==> src/rtl/ipm2t_hssthp_apb_cfg_pkg.sv <==
// ipm2t_hssthp_apb_cfg_pkg: shared encodings for the HSSTHP APB config master
package ipm2t_hssthp_apb_cfg_pkg;
  localparam logic [1:0] ST_IDLE = 2'd0;
  localparam logic [1:0] ST_SETUP = 2'd1;
  localparam logic [1:0] ST_ACCESS = 2'd2;
  localparam logic [1:0] ST_RESP = 2'd3;
  localparam logic [1:0] ERR_OK = 2'd0;
  localparam logic [1:0] ERR_TIMEOUT = 2'd1;
  localparam logic [1:0] ERR_BADADDR = 2'd2;
  localparam logic [3:0] SEL_CH0 = 4'd0;
  localparam logic [3:0] SEL_CH1 = 4'd1;
  localparam logic [3:0] SEL_CH2 = 4'd2;
  localparam logic [3:0] SEL_CH3 = 4'd3;
  localparam logic [3:0] SEL_HPLL = 4'd4;
  function automatic logic [7:0] rmw_merge(input logic [7:0] rd, input logic [7:0] wd, input logic [7:0] m);
    return (rd & ~m) | (wd & m);
  endfunction
endpackage

==> src/rtl/ipm2t_hssthp_apb_cfg_master.sv <==
// ipm2t_hssthp_apb_cfg_master: APB initiator for write/read/RMW config accesses with timeout and address check
module ipm2t_hssthp_apb_cfg_master
  import ipm2t_hssthp_apb_cfg_pkg::*;
#(
  parameter int TIMEOUT_CYC = 255,
  parameter int MAX_SEL = 4
) (
  input  logic        p_cfg_clk,
  input  logic        p_cfg_rst_n,
  input  logic        cmd_valid,
  output logic        cmd_ready,
  input  logic        cmd_write,
  input  logic        cmd_rmw,
  input  logic [15:0] cmd_addr,
  input  logic [7:0]  cmd_wdata,
  input  logic [7:0]  cmd_mask,
  output logic        rsp_valid,
  input  logic        rsp_ready,
  output logic [7:0]  rsp_rdata,
  output logic [1:0]  rsp_err,
  output logic        busy,
  output logic        p_cfg_psel,
  output logic        p_cfg_enable,
  output logic        p_cfg_write,
  output logic [15:0] p_cfg_addr,
  output logic [7:0]  p_cfg_wdata,
  input  logic        p_cfg_ready,
  input  logic [7:0]  p_cfg_rdata
);
  logic [1:0] state, state_nx;
  logic rmw_q, wr_q, phase_q;
  logic [15:0] addr_q, cnt_q;
  logic [7:0] wdata_q, mask_q, rdata_q;
  logic [1:0] err_q;
  logic bad_addr, apb_wr, hit;
  assign bad_addr = cmd_addr[15:12] > 4'(MAX_SEL);
  assign apb_wr = rmw_q ? phase_q : wr_q;
  assign hit = cnt_q == 16'(TIMEOUT_CYC - 1);
  always_ff @(posedge p_cfg_clk or negedge p_cfg_rst_n)
    if (!p_cfg_rst_n) state <= ST_IDLE;
    else state <= state_nx;
  always_comb begin
    state_nx = state;
    case (state)
      ST_IDLE: state_nx = cmd_valid ? (bad_addr ? ST_RESP : ST_SETUP) : ST_IDLE;
      ST_SETUP: state_nx = ST_ACCESS;
      ST_ACCESS: state_nx = p_cfg_ready ? ((rmw_q && !phase_q) ? ST_SETUP : ST_RESP) : (hit ? ST_RESP : ST_ACCESS);
      default: state_nx = rsp_ready ? ST_IDLE : ST_RESP;
    endcase
  end
  always_comb begin
    cmd_ready = state == ST_IDLE;
    busy = state != ST_IDLE;
    p_cfg_psel = state == ST_SETUP || state == ST_ACCESS;
    p_cfg_enable = state == ST_ACCESS;
    p_cfg_write = p_cfg_psel && apb_wr;
    p_cfg_addr = p_cfg_psel ? addr_q : '0;
    p_cfg_wdata = p_cfg_psel ? wdata_q : '0;
    rsp_valid = state == ST_RESP;
    rsp_rdata = rsp_valid ? rdata_q : '0;
    rsp_err = rsp_valid ? err_q : ERR_OK;
  end
  always_ff @(posedge p_cfg_clk or negedge p_cfg_rst_n)
    if (!p_cfg_rst_n) begin
      rmw_q <= 1'b0;
      wr_q <= 1'b0;
      phase_q <= 1'b0;
      addr_q <= '0;
      cnt_q <= '0;
      wdata_q <= '0;
      mask_q <= '0;
      rdata_q <= '0;
      err_q <= ERR_OK;
    end else begin
      if (state == ST_IDLE && cmd_valid) begin
        addr_q <= cmd_addr;
        wr_q <= cmd_write;
        rmw_q <= cmd_rmw;
        wdata_q <= cmd_wdata;
        mask_q <= cmd_mask;
        phase_q <= 1'b0;
        rdata_q <= '0;
        cnt_q <= '0;
        err_q <= bad_addr ? ERR_BADADDR : ERR_OK;
      end
      if (state == ST_SETUP) cnt_q <= '0;
      if (state == ST_ACCESS) begin
        cnt_q <= cnt_q + 16'd1;
        if (p_cfg_ready) begin
          if (!apb_wr) rdata_q <= p_cfg_rdata;
          if (rmw_q && !phase_q) begin
            phase_q <= 1'b1;
            wdata_q <= rmw_merge(p_cfg_rdata, wdata_q, mask_q);
          end
        end else if (hit) begin
          err_q <= ERR_TIMEOUT;
          rdata_q <= '0;
        end
      end
    end
endmodule

==> config.mk <==
export PLATFORM = sky130hd
export DESIGN_NAME = ipm2t_hssthp_apb_cfg_master
export DESIGN_NICKNAME = d
export VERILOG_FILES = /design/src/rtl/ipm2t_hssthp_apb_cfg_pkg.sv /design/src/rtl/ipm2t_hssthp_apb_cfg_master.sv
export SDC_FILE = /design/constraint.sdc
export NUM_CORES = 1
export LEC_CHECK = 0
export BUFFER_PORTS_ARGS = -buffer_cell sky130_fd_sc_hd__buf_2
export CAP_MARGIN = 20
export CORE_UTILIZATION = 43
export DETAILED_ROUTE_END_ITERATION = 12
export PLACE_DENSITY = 0.68
export SLEW_MARGIN = 20
export SYNTH_ARGS = -nofsm -noshare
export SYNTH_HDL_FRONTEND = slang
export SYNTH_SLANG_ARGS = --single-unit
==> constraint.sdc <==
create_clock -name p_cfg_clk -period 2.4 [get_ports p_cfg_clk]
set_clock_uncertainty 0.1 [all_clocks]
set_input_delay 0.24 -clock p_cfg_clk [delete_from_list [all_inputs] [get_ports p_cfg_clk]]
set_output_delay 0.24 -clock p_cfg_clk [all_outputs]
set_load 0.01 [all_outputs]
==> metrics <==
total power=4850 uW; area occupied by multi-input gates=1410 um^2; routed length per instance=14.4 um; pwr dens=1210 nW/um^2; first-pass GRT wire length=12800 um; RSZ-0062 raised after global routing=no; Fmax=453 MHz; Layout area overhead=30.9%; share of cells above drive strength 1=25.5%; critical path class=flop to flop; Final Setup Violations=0; Lkg Pwr=0.00207 uW; DRC=0; grt ovf=0; Critical Path RT=2.56 ns; hold path depth=3; status=finished, final reports clean; Startpoint Class=flop; via count=2743; Final Core Density=58.9%; CTS Buffer Depth=2; number of diodes=0; CP endpoint kind=flop; clock root cell=clkbuf_8; worst rel slew slack=57.5%; drt pass-1 iters=4; Yosys top cell by area=dfrtp_1; crit path DAT=2.36 ns; Worst Max-Slew Pin Slew=0.638 ns; Max IR drop VDD=0.000661 V; sequential share of the synthesized area=51.3%; starting density of the core=45.0%; TritonCTS Buffers=9; crit share post-route=91.9%; Storage cell area=1580 um^2; Setup Buffers After CTS=0; I/O pin cnt=87; Fillers=612; initial antenna violation count=0; CP max FO=8; Max Cap Violations=0; Core ar.=6830 um^2; Setup Slack @ Placement=0.185 ns; reg2reg path depth=6; worst-skew pair later-pin latency=0.33 ns; die outline area=7490 um^2; Cell Rows=30; pins over their slew limit=0; Port Buffer Count=86; drt via density=5.09; CTS tree=built; Synth Register Bits=63; post-synthesis cell count=329; final cell count without fillers=539; Die Ht=86.6 um; Final min period=2.21 ns; Distinct cells, synth=38; Hold Crit Class=primary input to flop; total number of yosys warnings=0; clock sinks=63; drt total wl=7780 um; ANT nets after route=0; drt initial violations=154; top cells by area, synth=dfrtp_1 (51%), nand2_1 (11%), and2_1 (7.3%), a21oi_1 (3.1%), a22o_1 (2.8%); Yosys top cell area share=51.3%; H-tree depth=3; Worst-path clk slew=0.07 ns; Syn Nets=382; die width=86.6 um; Placer Congestion=0.780; dpl hpwl=5330 um; setup TNS=0 ns; Final Hold Viols=0; Placed Cells=506; worst setup margin=0.193 ns; All-Layer GR Usage=22.1%; vias in the first global route=2691; largest net degree at the start of global routing=29; mapped cell area=3070 um^2; Nets=491; Avg Cell Area, Syn=9.34 um^2
==> synthesized netlist by cell type <==
| cell type | instances |
|---|---|
| or4b_1 | 1 |
| and3b_1 | 1 |
| and4b_1 | 1 |
| o21a_1 | 9 |
| and4_1 | 1 |
| buf_2 | 2 |
| o21ai_0 | 10 |
| nand4_2 | 1 |
| nand3b_1 | 2 |
| a2111oi_0 | 1 |
| nand3_1 | 5 |
| a21o_1 | 4 |
| mux2i_1 | 2 |
| and2_1 | 36 |
| a21boi_0 | 1 |
| ha_1 | 6 |
| xnor2_1 | 3 |
| nand4_1 | 1 |
| inv_1 | 8 |
| o22ai_1 | 3 |
| mux2_2 | 1 |
| dfrtp_1 | 63 |
| or3_1 | 7 |
| or4_1 | 3 |
| nand4b_1 | 2 |
| nor2_1 | 6 |
| clkbuf_1 | 11 |
| a22o_2 | 1 |
| nor2_2 | 1 |
| a21oi_1 | 19 |
| nor3_1 | 3 |
| o31ai_1 | 1 |
| a22o_1 | 10 |
| nor4_1 | 2 |
| nand2b_1 | 1 |
| o32a_1 | 8 |
| nand2_1 | 91 |
| buf_6 | 1 |
==> where the power goes <==
part	switching [uW]	internal [uW]
logic	1230	890
clock network	388	641
registers	254	1460
total	1870	2990
==> final timing paths <==
path                             start         end  slack [ns]
setup / recovery              state[0]   cnt_q[15]        0.19
hold / removal             cmd_mask[2]   mask_q[2]        0.01
setup reg to reg              state[0]   cnt_q[15]        0.19
hold reg to reg             addr_q[13]  addr_q[13]        0.37
max in group asynchronous  p_cfg_rst_n   mask_q[4]        1.23
min in group asynchronous  p_cfg_rst_n    cnt_q[3]        0.27
==> kinds of logic after synthesis <==
family	count (synthesis)	synth area share, %
flops	63	51.3
compound gates	67	15.1
buf+inv	22	3.01
fa+ha+maj	6	2.44
simple gates	165	26.3
xor+xnor	3	0.855
mux	3	1.02
==> layer usage <==
metal	vias to the layer above	routed length [um]	global-route usage (%)
met3	4	335	4.95
li1	1344	-	-
met1	1311	3740	30.5
met4	0	47	6.52
met5	-	0	0
met2	84	3650	35.1
==> cell usage in the layout (no fill, tap or decap), types with 4 or more instances in the layout <==
cell / count
inv_1: 8
nand2_1: 91
dfrtp_1: 63
dlygate4sd3_1: 17
a21o_1: 4
and2_1: 36
a22o_1: 10
nor2_1: 6
o21a_1: 9
o21ai_0: 10
buf_2: 86
o32a_1: 8
nand3_1: 5
or3_1: 7
a21oi_1: 19
buf_4: 9
clkbuf_8: 11
ha_1: 6
==> critical path, stage by stage, from the launching register on <==
cell,delay [ns]
dfrtp_1,0.40
inv_1,0.09
ha_1,0.25
a21oi_1,0.12
or4_1,0.59
or4_1,0.43
a21oi_1,0.17
==> timing repair <==
action | in CTS | in global routing
gates resized for setup | 0 | 0
hold buffers | 17 | 0
endpoints found under the hold margin | 33 | 0
==> area by class of cell <==
cell class                      count  area share [%]
Clock buffer                       13            3.95
Sequential cell                    63            39.2
Multi-Input combinational cell    244            34.9
Clock inverter                      3            1.62
Inverter                            8           0.746
Tap cell                           96            2.99
Timing Repair Buffer              112            16.6
==> through the flow <==
stage / instance area [um^2] / hold slack [ns]
6_report: 4020 / 0.0129
5_1_grt: 4020 / 0.0241
4_1_cts: 4020 / 0.00813
3_5_place_dp: 3630 / 0.103
3_3_place_gp: 3630 / 0.0992
2_1_floorplan: 3070 / -0.156
No activity file was read; power rests on OpenSTA's default activity.
